$ cat src/rtl/send_packet_pkg.sv
// Shared types and constants for the RAM-to-MAC packet sender.
// Holds the FSM state encoding and default widths.
package send_packet_pkg;

    localparam int ADDR_W_DEF = 10;
    localparam int LEN_W_DEF  = 11;
    localparam int WORD_W     = 32;

    typedef enum logic [2:0] {
        S_IDLE,
        S_RD,
        S_LAT,
        S_SEND,
        S_DONE
    } state_e;

    function automatic logic [7:0] word_byte(
        input logic [WORD_W-1:0] w,
        input logic [1:0]        i
    );
        return w[{i, 3'b000} +: 8];
    endfunction

endpackage

$ cat src/rtl/send_packet_1.sv
// Streams a packet of tx_len bytes from a 32-bit Avalon-MM RAM
// into an Avalon-ST byte FIFO, little-endian byte order per word.
module send_packet_1
    import send_packet_pkg::*;
#(
    parameter int ADDR_W = ADDR_W_DEF,
    parameter int LEN_W  = LEN_W_DEF
) (
    input  logic              clk_original,
    input  logic              rst,
    input  logic              tx_start,
    input  logic [LEN_W-1:0]  tx_len,
    output logic              tx_busy,
    output logic              tx_done,
    output logic [ADDR_W-1:0] ram_addr,
    output logic              ram_chipselect,
    output logic              ram_read,
    input  logic [WORD_W-1:0] ram_readdata,
    output logic [7:0]        ff_tx_data,
    output logic              ff_tx_sop,
    output logic              ff_tx_eop,
    output logic              ff_tx_wren,
    output logic              ff_tx_err,
    input  logic              ff_tx_rdy
);

    state_e              state_q, state_d;
    logic [ADDR_W-1:0]   addr_q,  addr_d;
    logic [1:0]          idx_q,   idx_d;
    logic [LEN_W-1:0]    len_q,   len_d;
    logic [WORD_W-1:0]   word_q,  word_d;
    logic                sop_q,   sop_d;

    logic                last_byte;

    always_ff @(posedge clk_original) begin
        if (!rst) begin
            state_q <= S_IDLE;
            addr_q  <= '0;
            idx_q   <= '0;
            len_q   <= '0;
            word_q  <= '0;
            sop_q   <= 1'b0;
        end else begin
            state_q <= state_d;
            addr_q  <= addr_d;
            idx_q   <= idx_d;
            len_q   <= len_d;
            word_q  <= word_d;
            sop_q   <= sop_d;
        end
    end

    // len_q counts bytes still to transfer, so 1 marks the eop byte
    assign last_byte = (len_q == LEN_W'(1));

    always_comb begin
        state_d        = state_q;
        addr_d         = addr_q;
        idx_d          = idx_q;
        len_d          = len_q;
        word_d         = word_q;
        sop_d          = sop_q;
        tx_done        = 1'b0;
        ram_addr       = '0;
        ram_chipselect = 1'b0;
        ram_read       = 1'b0;
        ff_tx_data     = 8'h00;
        ff_tx_sop      = 1'b0;
        ff_tx_eop      = 1'b0;
        ff_tx_wren     = 1'b0;

        unique case (state_q)
            S_IDLE: begin
                if (tx_start && (tx_len != '0)) begin
                    len_d   = tx_len;
                    addr_d  = '0;
                    idx_d   = '0;
                    sop_d   = 1'b1;
                    state_d = S_RD;
                end
            end
            S_RD: begin
                ram_chipselect = 1'b1;
                ram_read       = 1'b1;
                ram_addr       = addr_q;
                state_d        = S_LAT;
            end
            S_LAT: begin
                word_d  = ram_readdata;
                state_d = S_SEND;
            end
            S_SEND: begin
                ff_tx_wren = 1'b1;
                ff_tx_data = word_byte(word_q, idx_q);
                ff_tx_sop  = sop_q;
                ff_tx_eop  = last_byte;
                if (ff_tx_rdy) begin
                    sop_d = 1'b0;
                    len_d = len_q - LEN_W'(1);
                    if (last_byte) begin
                        state_d = S_DONE;
                    end else if (idx_q == 2'd3) begin
                        idx_d   = 2'd0;
                        addr_d  = addr_q + ADDR_W'(1);
                        state_d = S_RD;
                    end else begin
                        idx_d = idx_q + 2'd1;
                    end
                end
            end
            S_DONE: begin
                tx_done = 1'b1;
                state_d = S_IDLE;
            end
            default: begin
                state_d = S_IDLE;
            end
        endcase
    end

    assign tx_busy   = (state_q != S_IDLE);
    assign ff_tx_err = 1'b0;

endmodule
$ cat config.mk
export PLATFORM = sky130hd
export DESIGN_NAME = send_packet_1
export DESIGN_NICKNAME = d
export VERILOG_FILES = /design/src/rtl/send_packet_pkg.sv /design/src/rtl/send_packet_1.sv
export SDC_FILE = /design/constraint.sdc
export NUM_CORES = 1
export LEC_CHECK = 0
export CORE_MARGIN = 2
export CORE_UTILIZATION = 50
export CTS_BUF_LIST = sky130_fd_sc_hd__clkbuf_16
export CTS_CLUSTER_SIZE = 30
export DETAILED_ROUTE_END_ITERATION = 10
export PLACE_DENSITY_LB_ADDON = 0.08
export SLEW_MARGIN = 5
export SYNTH_ARGS = -nofsm -noshare
export SYNTH_HDL_FRONTEND = slang
export SYNTH_SLANG_ARGS = --single-unit
$ cat constraint.sdc
create_clock -name clk_original -period 2.1 [get_ports clk_original]
set_input_delay 0.21 -clock clk_original [delete_from_list [all_inputs] [get_ports clk_original]]
set_output_delay 0.21 -clock clk_original [all_outputs]
set_load 0.02 [all_outputs]
==> summary.md, run 1 <==
| Metric | Value |
|---|---|
| Outcome | finished clean |
| Crit path launch type | flip-flop |
| Reg-to-reg slack, setup | 0.16 ns |
| Initial drt markers | 159 |
| Max Slew Vio Count | 0 |
| Clock-pin slew on the worst setup and hold paths | 0.05 ns |
| Cell area after synthesis | 3110 sq um |
| Gate Count Post-Synth | 378 |
| Pre-antenna DRT Iters | 5 |
| Clock skew | 0.00514 ns |
| CP Class | flip-flop to output port |
| DP Worst Slack | 0.0761 ns |
| Nets | 511 |
| Fillers | 480 |
| Final Cell Area | 4290 sq um |
| Hold Buf Count CTS | 0 |
| Sequential cell area fraction in the yosys report | 38.0% |
| Setup TNS | 0 ns |
| Via count | 2,956 |
| IO Pins | 73 |
| Max IR drop VDD | 560 uV |
| Hold crit path type | primary input to flip-flop |
| # Post-CTS Setup Buffers | 0 |
| Top_reg_cell synth | dfxtp_1 |
| Async S/R FF share, synth | 0% |
| Reg-to-reg critical path startpoint | idx_q[0] |
| Post-route insts no fill | 539 |
| CP Buf/Inv Count | 2 |
| Total power | 0.00339 W |
| Total Wirelength | 7580 um |
| F_max | 490 MHz |
| # DRC | 0 |
| Placer Congestion | 0.880 |
| Inst Count DP | 524 |
| Period utilization | 97.1% |
| Area growth syn-to-layout | 38.0% |
| Clock latency on the worst-skew pair | 0.32 ns |
| Clock sinks | 59 |
| Synth Net Count | 429 |
| Die Ht | 82.8 um |
| IO Port Bufs | 71 |
| Maximum fanout along the worst path | 6 |
| Fraction of layout instances using a drive strength above 1 | 12.9% |
| RSZ-0062 raised after global routing | true |
| End of the critical path | ff_tx_data[1] |
| Comb power frac | 22.1% |
| Max_cap viols | 0 |
| Slowest stage cell on the critical path | mux4_2 |
| Minimum clock period | 2.04 ns |
| # rows | 28 |
| NetSw | 0.000933 W |
| Gr ovfl total | 0 |
| R2r worst-path depth | 8 |
| Critical Path RT | 1.89 ns |
| Hpwl dp | 5240 um |
| Synth warnings | 0 |
| #FFs+latches synth | 59 |
| WP depth | 4 |
| Wirelength per Cell | 14.1 um |
| # setup viols final | 0 |
| P_leak | 1.74 nW |
| Power Dens Cells | 792 nW/um^2 |
| First-pass GRT wire length | 12,800 um |
| Final-report hold violation count | 0 |
| Post-synthesis cell type count | 52 |
| Core area | 5960 sq um |
| Initial antenna violation count | 0 |
| Clock share of power | 40.1% |
| Ant diodes | 0 |
| Die W | 82.8 um |
| Syn_area_per_cell | 8.22 sq um |
| CTS root buf | clkbuf_16 |
| Clk buf depth | 2 |
| Sequential Power Share | 37.8% |
| Post-DR vias/cell | 5.48 |
| TritonCTS clock tree | yes |
| Placed inst area | 4010 sq um |
| Critical Path AT | 1.83 ns |
| RR Endpoint | addr_q[4] |
| CP Cell Sequence | buf_4, mux4_2, and2_1, dlygate4sd2_1 |
| Most frequent cells in the layout | 86 x nand2_1, 58 x dfxtp_1, 50 x clkdlybuf4s50_1, 32 x a21boi_1, 26 x buf_4 |
| Vias in the first global route | 2,724 |
| TritonCTS buffer count | 9 |
| Commonest non-fill, non-tap cell in the layout | nand2_1 |
| H-tree levels | 3 |
| Critical path capture point type | output port |
| CP top delay family | buffers and inverters |
| Setup crit start | idx_q[0] |
| Die area | 6860 sq um |
| Largest net degree at the start of global routing | 33 |
| Post-route ant nets | 0 |
| Sw frac | 27.5% |
| Tot GR Track Use | 22.9% |
| Internal power | 0.00246 W |
| Initial Util | 52.1% |
| CP max stage delay | 0.49 ns |
| Final setup margin | 0.0603 ns |
| EDFF count, synth | 0 |
worst min-delay path: stages:
cell and delay [ns]:
clkdlybuf4s50_1 0.39, nand2_1 0.05, a21boi_1 0.05
cells by family (layout without fill, tap and decap cells):
kind of cell / count (synthesis) / in the layout / share of synthesized area, %
AOI/OAI and AO/OA: 92 / 92 / 20.3
xor gates and xnor gates: 1 / 1 / 0.282
adders and majority gates: 4 / 4 / 1.61
buffers and inverters: 35 / 121 / 5.00
DFF: 59 / 59 / 38.0
muxes: 11 / 11 / 6.77
other: 1 / 1 / 0.121
and+or+nand+nor: 175 / 175 / 27.9
repair_timing:
| item | CTS | global route |
|---|---|---|
| gates resized for setup | 23 | 7 |
| pin swaps | 0 | 0 |
| gates cloned | 0 | 0 |
| setup endpoints to repair | 21 | 5 |
| endpoints found under the hold margin | 0 | 0 |
metrics by stage:
step                hold slack (ns)  utilization, %
global placement              0.439            67.3
detailed placement            0.442            67.3
global route                  0.442            72.0
finish                        0.431            72.0
floorplan                     0.345               -
CTS                           0.426            71.8
synthesized netlist by cell type (6+ instances only):
cell type | count | area [sq um]
nand2_1 | 86 | 323
dfxtp_1 | 59 | 1180
o21ai_0 | 6 | 30.0
o21ai_1 | 10 | 50.1
mux4_2 | 8 | 180
a21boi_1 | 32 | 240
nor3_1 | 7 | 35.0
and2_1 | 22 | 138
a21oi_1 | 18 | 90.1
nand3_1 | 9 | 45.0
nor2_1 | 14 | 52.6
or3_1 | 9 | 56.3
clkbuf_1 | 19 | 71.3
power by group through the flow:
stage / logic [W] / clock network, W / registers [W]
2_1_floorplan: 0.000451 / 0 / 0.00128
6_report: 0.000751 / 0.00136 / 0.00128
3_5_place_dp: 0.000738 / 0 / 0.00130
4_1_cts: 0.000752 / 0.00138 / 0.00128
5_1_grt: 0.000826 / 0.00144 / 0.00129
3_3_place_gp: 0.000730 / 0 / 0.00129
state kept, by name (all words and copies together), names as in the netlist:
register	cells
word_q	32
addr_q	10
state_q	3
sop_q	1
len_q	11
idx_q	2
per-layer routing:
metal	GRT usage (%)	wire length (um)
met2	36.0	3630
met4	11.2	175
met5	0	0
met3	4.67	449
met1	29.9	3320
area by class of cell:
cell class	instances	area [sq um]	area share [%]
sequential	59	1180	27.6
inverter	7	31.3	0.730
tap	75	93.8	2.19
timing repair buffer	99	916	21.4
multi-input combinational	284	1790	41.7
clock inverter	6	50.0	1.17
clock buffer	9	225	5.26
worst min-delay path by stage:
stage / slack [ns] / start / depth (start not counted) / endpoint
floorplan: 0.34 / ram_readdata[0] / 2 / word_q[0]
global placement: 0.44 / word_q[12] / 2 / word_q[12]
detailed placement: 0.44 / word_q[17] / 2 / word_q[17]
CTS: 0.43 / ram_readdata[31] / 3 / word_q[31]
global route: 0.44 / ram_readdata[31] / 3 / word_q[31]
finish: 0.43 / ram_readdata[31] / 3 / word_q[31]
No activity file was read; power rests on OpenSTA's default activity.
==> run 2: changes to the inputs <==
--- a/config.mk
+++ b/config.mk
@@ -5,7 +5,7 @@
 export SDC_FILE = /design/constraint.sdc
 export NUM_CORES = 1
 export LEC_CHECK = 0
-export CORE_MARGIN = 2
+export CORE_MARGIN = 3
 export CORE_UTILIZATION = 50
 export CTS_BUF_LIST = sky130_fd_sc_hd__clkbuf_16
 export CTS_CLUSTER_SIZE = 30
==> run 2 against run 1 <==
Compared with the run above:
- flip-flop and latch count unchanged
- cell area increased by 1.6%
- final cell count increased by 1.1%
- routed wire length increased by 3.1%
- clock power about the same
- register-to-register slack about the same
- sequential power about the same
- combinational power increased by 2%
- sequential share of layout area decreased by 0.41 points
==> summary.md, run 2 (synthesis results as in run 1) <==
| Metric | Value |
|---|---|
| Wirelength per Cell | 14.3 um (+2.0%) |
| Biggest registers after layout | word_q x32, len_q x11, addr_q x10 |
| Die W | 84.8 um (+2.4%) |
| Via count | 2,987 (+1.0%) |
| Post-DR vias/cell | 5.48 (about the same) |
| F_max | 492 MHz (+0.41%) |
| First-pass GRT wire length | 13,100 um (+1.7%) |
| P_leak | 1.79 nW (+2.5%) |
| Largest net degree at the start of global routing | 33 (unchanged) |
| Largest register FFs | 32 (unchanged) |
| Placer Congestion | 0.877 (-0.41%) |
| H-tree levels | 3 (unchanged) |
| # rows | 28 (unchanged) |
| Total power | 0.00343 W (+1.1%) |
| Fillers | 484 (+0.83%) |
| TritonCTS clock tree | yes |
| # setup viols final | 0 (unchanged) |
| Critical path capture point type | output port |
| Sw frac | 27.8% (+0.27 points) |
| Hold Buf Count CTS | 0 (unchanged) |
| Initial drt markers | 149 (-6.3%) |
| RSZ-0062 raised after global routing | false |
| Inst Count DP | 526 (+0.38%) |
| Placed inst area | 4010 sq um (about the same) |
| # DRC | 0 (unchanged) |
| Setup TNS | 0 ns (unchanged) |
| Internal power | 0.00248 W (+0.76%) |
| IO Port Bufs | 71 (unchanged) |
| Critical Path AT | 1.82 ns (about the same) |
| Post-route ant nets | 0 (unchanged) |
| Vias in the first global route | 2,790 (+2.4%) |
| Initial Util | 52.1% (unchanged) |
| NetSw | 0.000953 W (+2.1%) |
| Maximum fanout along the worst path | 5 (-1) |
| CTS root buf | clkbuf_16 |
| TritonCTS buffer count | 9 (unchanged) |
| Max IR drop VDD | 472 uV (-16%) |
| CP Class | flip-flop to output port |
| Area growth syn-to-layout | 40.2% |
| Clock sinks | 59 (unchanged) |
| Minimum clock period | 2.03 ns (-0.00826 ns) |
| Tot GR Track Use | 22.6% (-0.26 points) |
| Crit path launch type | flip-flop |
| IO Pins | 73 (unchanged) |
| Die area | 7190 sq um (+4.9%) |
| Clock share of power | 40.4% (+0.3 points) |
| Sequential Power Share | 37.3% (-0.5 points) |
| Top reg by flops | word_q |
| Comb power frac | 22.3% (+0.2 points) |
| Max_cap viols | 0 (unchanged) |
| Gr ovfl total | 0 (unchanged) |
| Clock latency on the worst-skew pair | 0.33 ns (about the same) |
| Hold Path Stages | 3 (unchanged) |
| Post-route insts no fill | 545 (+1.1%) |
| Final-report hold violation count | 0 (unchanged) |
| Clock-pin slew on the worst setup and hold paths | 0.05 ns (about the same) |
| Power Dens Cells | 788 nW/um^2 (-0.49%) |
| Initial antenna violation count | 0 (unchanged) |
| R2r worst-path depth | 7 (-1) |
| Ant diodes | 0 (unchanged) |
| Hpwl dp | 5330 um (+1.9%) |
| Clock skew | 0.00501 ns (-0.000127 ns) |
| Critical Path RT | 1.89 ns (about the same) |
| Max Slew Vio Count | 0 (unchanged) |
| Most frequent cells in the layout | 86 x nand2_1, 57 x dfxtp_1, 49 x clkdlybuf4s50_1, 32 x a21boi_1, 31 x buf_4 |
| Core area | 5960 sq um (unchanged) |
| Pre-antenna DRT Iters | 4 (-1) |
| Total Wirelength | 7820 um (+3.1%) |
| Nets | 517 (+1.2%) |
| Die Ht | 84.8 um (+2.4%) |
| Period utilization | 96.7% (-0.39 points) |
| Commonest non-fill, non-tap cell in the layout | nand2_1 |
| Final Cell Area | 4360 sq um (+1.6%) |
| Fraction of layout instances using a drive strength above 1 | 14.7% (+1.7 points) |
| Outcome | finished clean |
| Clk buf depth | 2 (unchanged) |
| Hold crit path type | primary input to flip-flop |
run 2: worst paths after layout:
path	start	slack [ns]	end
max	idx_q[0]	0.07	ff_tx_data[3]
min	ram_readdata[20]	0.43	word_q[20]
max reg2reg	len_q[1]	0.17	addr_q[7]
min reg2reg	word_q[17]	0.45	word_q[17]
run 2: routing by layer:
| metal | global-route usage, % | part of all wire (%) | vias up |
|---|---|---|---|
| met5 | 0 | 0 | - |
| met4 | 9.06 | 1.6 | 0 |
| met3 | 4.76 | 5.6 | 10 |
| met2 | 38.3 | 49 | 85 |
| met1 | 28.1 | 44 | 1388 |
| li1 | - | - | 1504 |
run 2: through the flow:
| stage | utilization, % | hold WS, ns | setup slack [ns] |
|---|---|---|---|
| 3_5_place_dp | 67.4 | 0.442 | -0.00978 |
| 5_1_grt | 73.1 | 0.450 | 0.00114 |
| 3_3_place_gp | 67.4 | 0.437 | 0.0549 |
| 6_report | 73.1 | 0.431 | 0.0685 |
| 4_1_cts | 72.9 | 0.424 | 0.0100 |
| 2_1_floorplan | - | 0.345 | 0.329 |
run 2: what timing repair did:
action / CTS / global route
hold endpoints to repair: 0 / 0
endpoints found under the setup margin: 21 / 9
setup buffers: 4 / 0
resized for setup: 24 / 8
run 2: final cells by class:
class | instances | area [sq um] | area share, %
timing repair buffer | 105 | 977 | 22.4
multi-input combinational | 284 | 1790 | 41.1
sequential | 59 | 1180 | 27.2
inverter | 7 | 28.8 | 0.661
tap | 75 | 93.8 | 2.15
clock buffer | 9 | 225 | 5.17
clock inverter | 6 | 57.6 | 1.32
run 2: power groups by stage:
stage / Combinational, W / Clock (W) / Sequential (W)
2_1_floorplan: 0.000451 / 0 / 0.00128
3_5_place_dp: 0.000732 / 0 / 0.00130
6_report: 0.000764 / 0.00139 / 0.00128
4_1_cts: 0.000756 / 0.00142 / 0.00128
5_1_grt: 0.000842 / 0.00146 / 0.00129
3_3_place_gp: 0.000720 / 0 / 0.00129
run 2: worst max-delay path, stage by stage (launching register included):
cell	delay, ns
dfxtp_2	0.36
buf_6	0.15
mux4_2	0.49
and2_1	0.18
dlygate4sd2_1	0.32
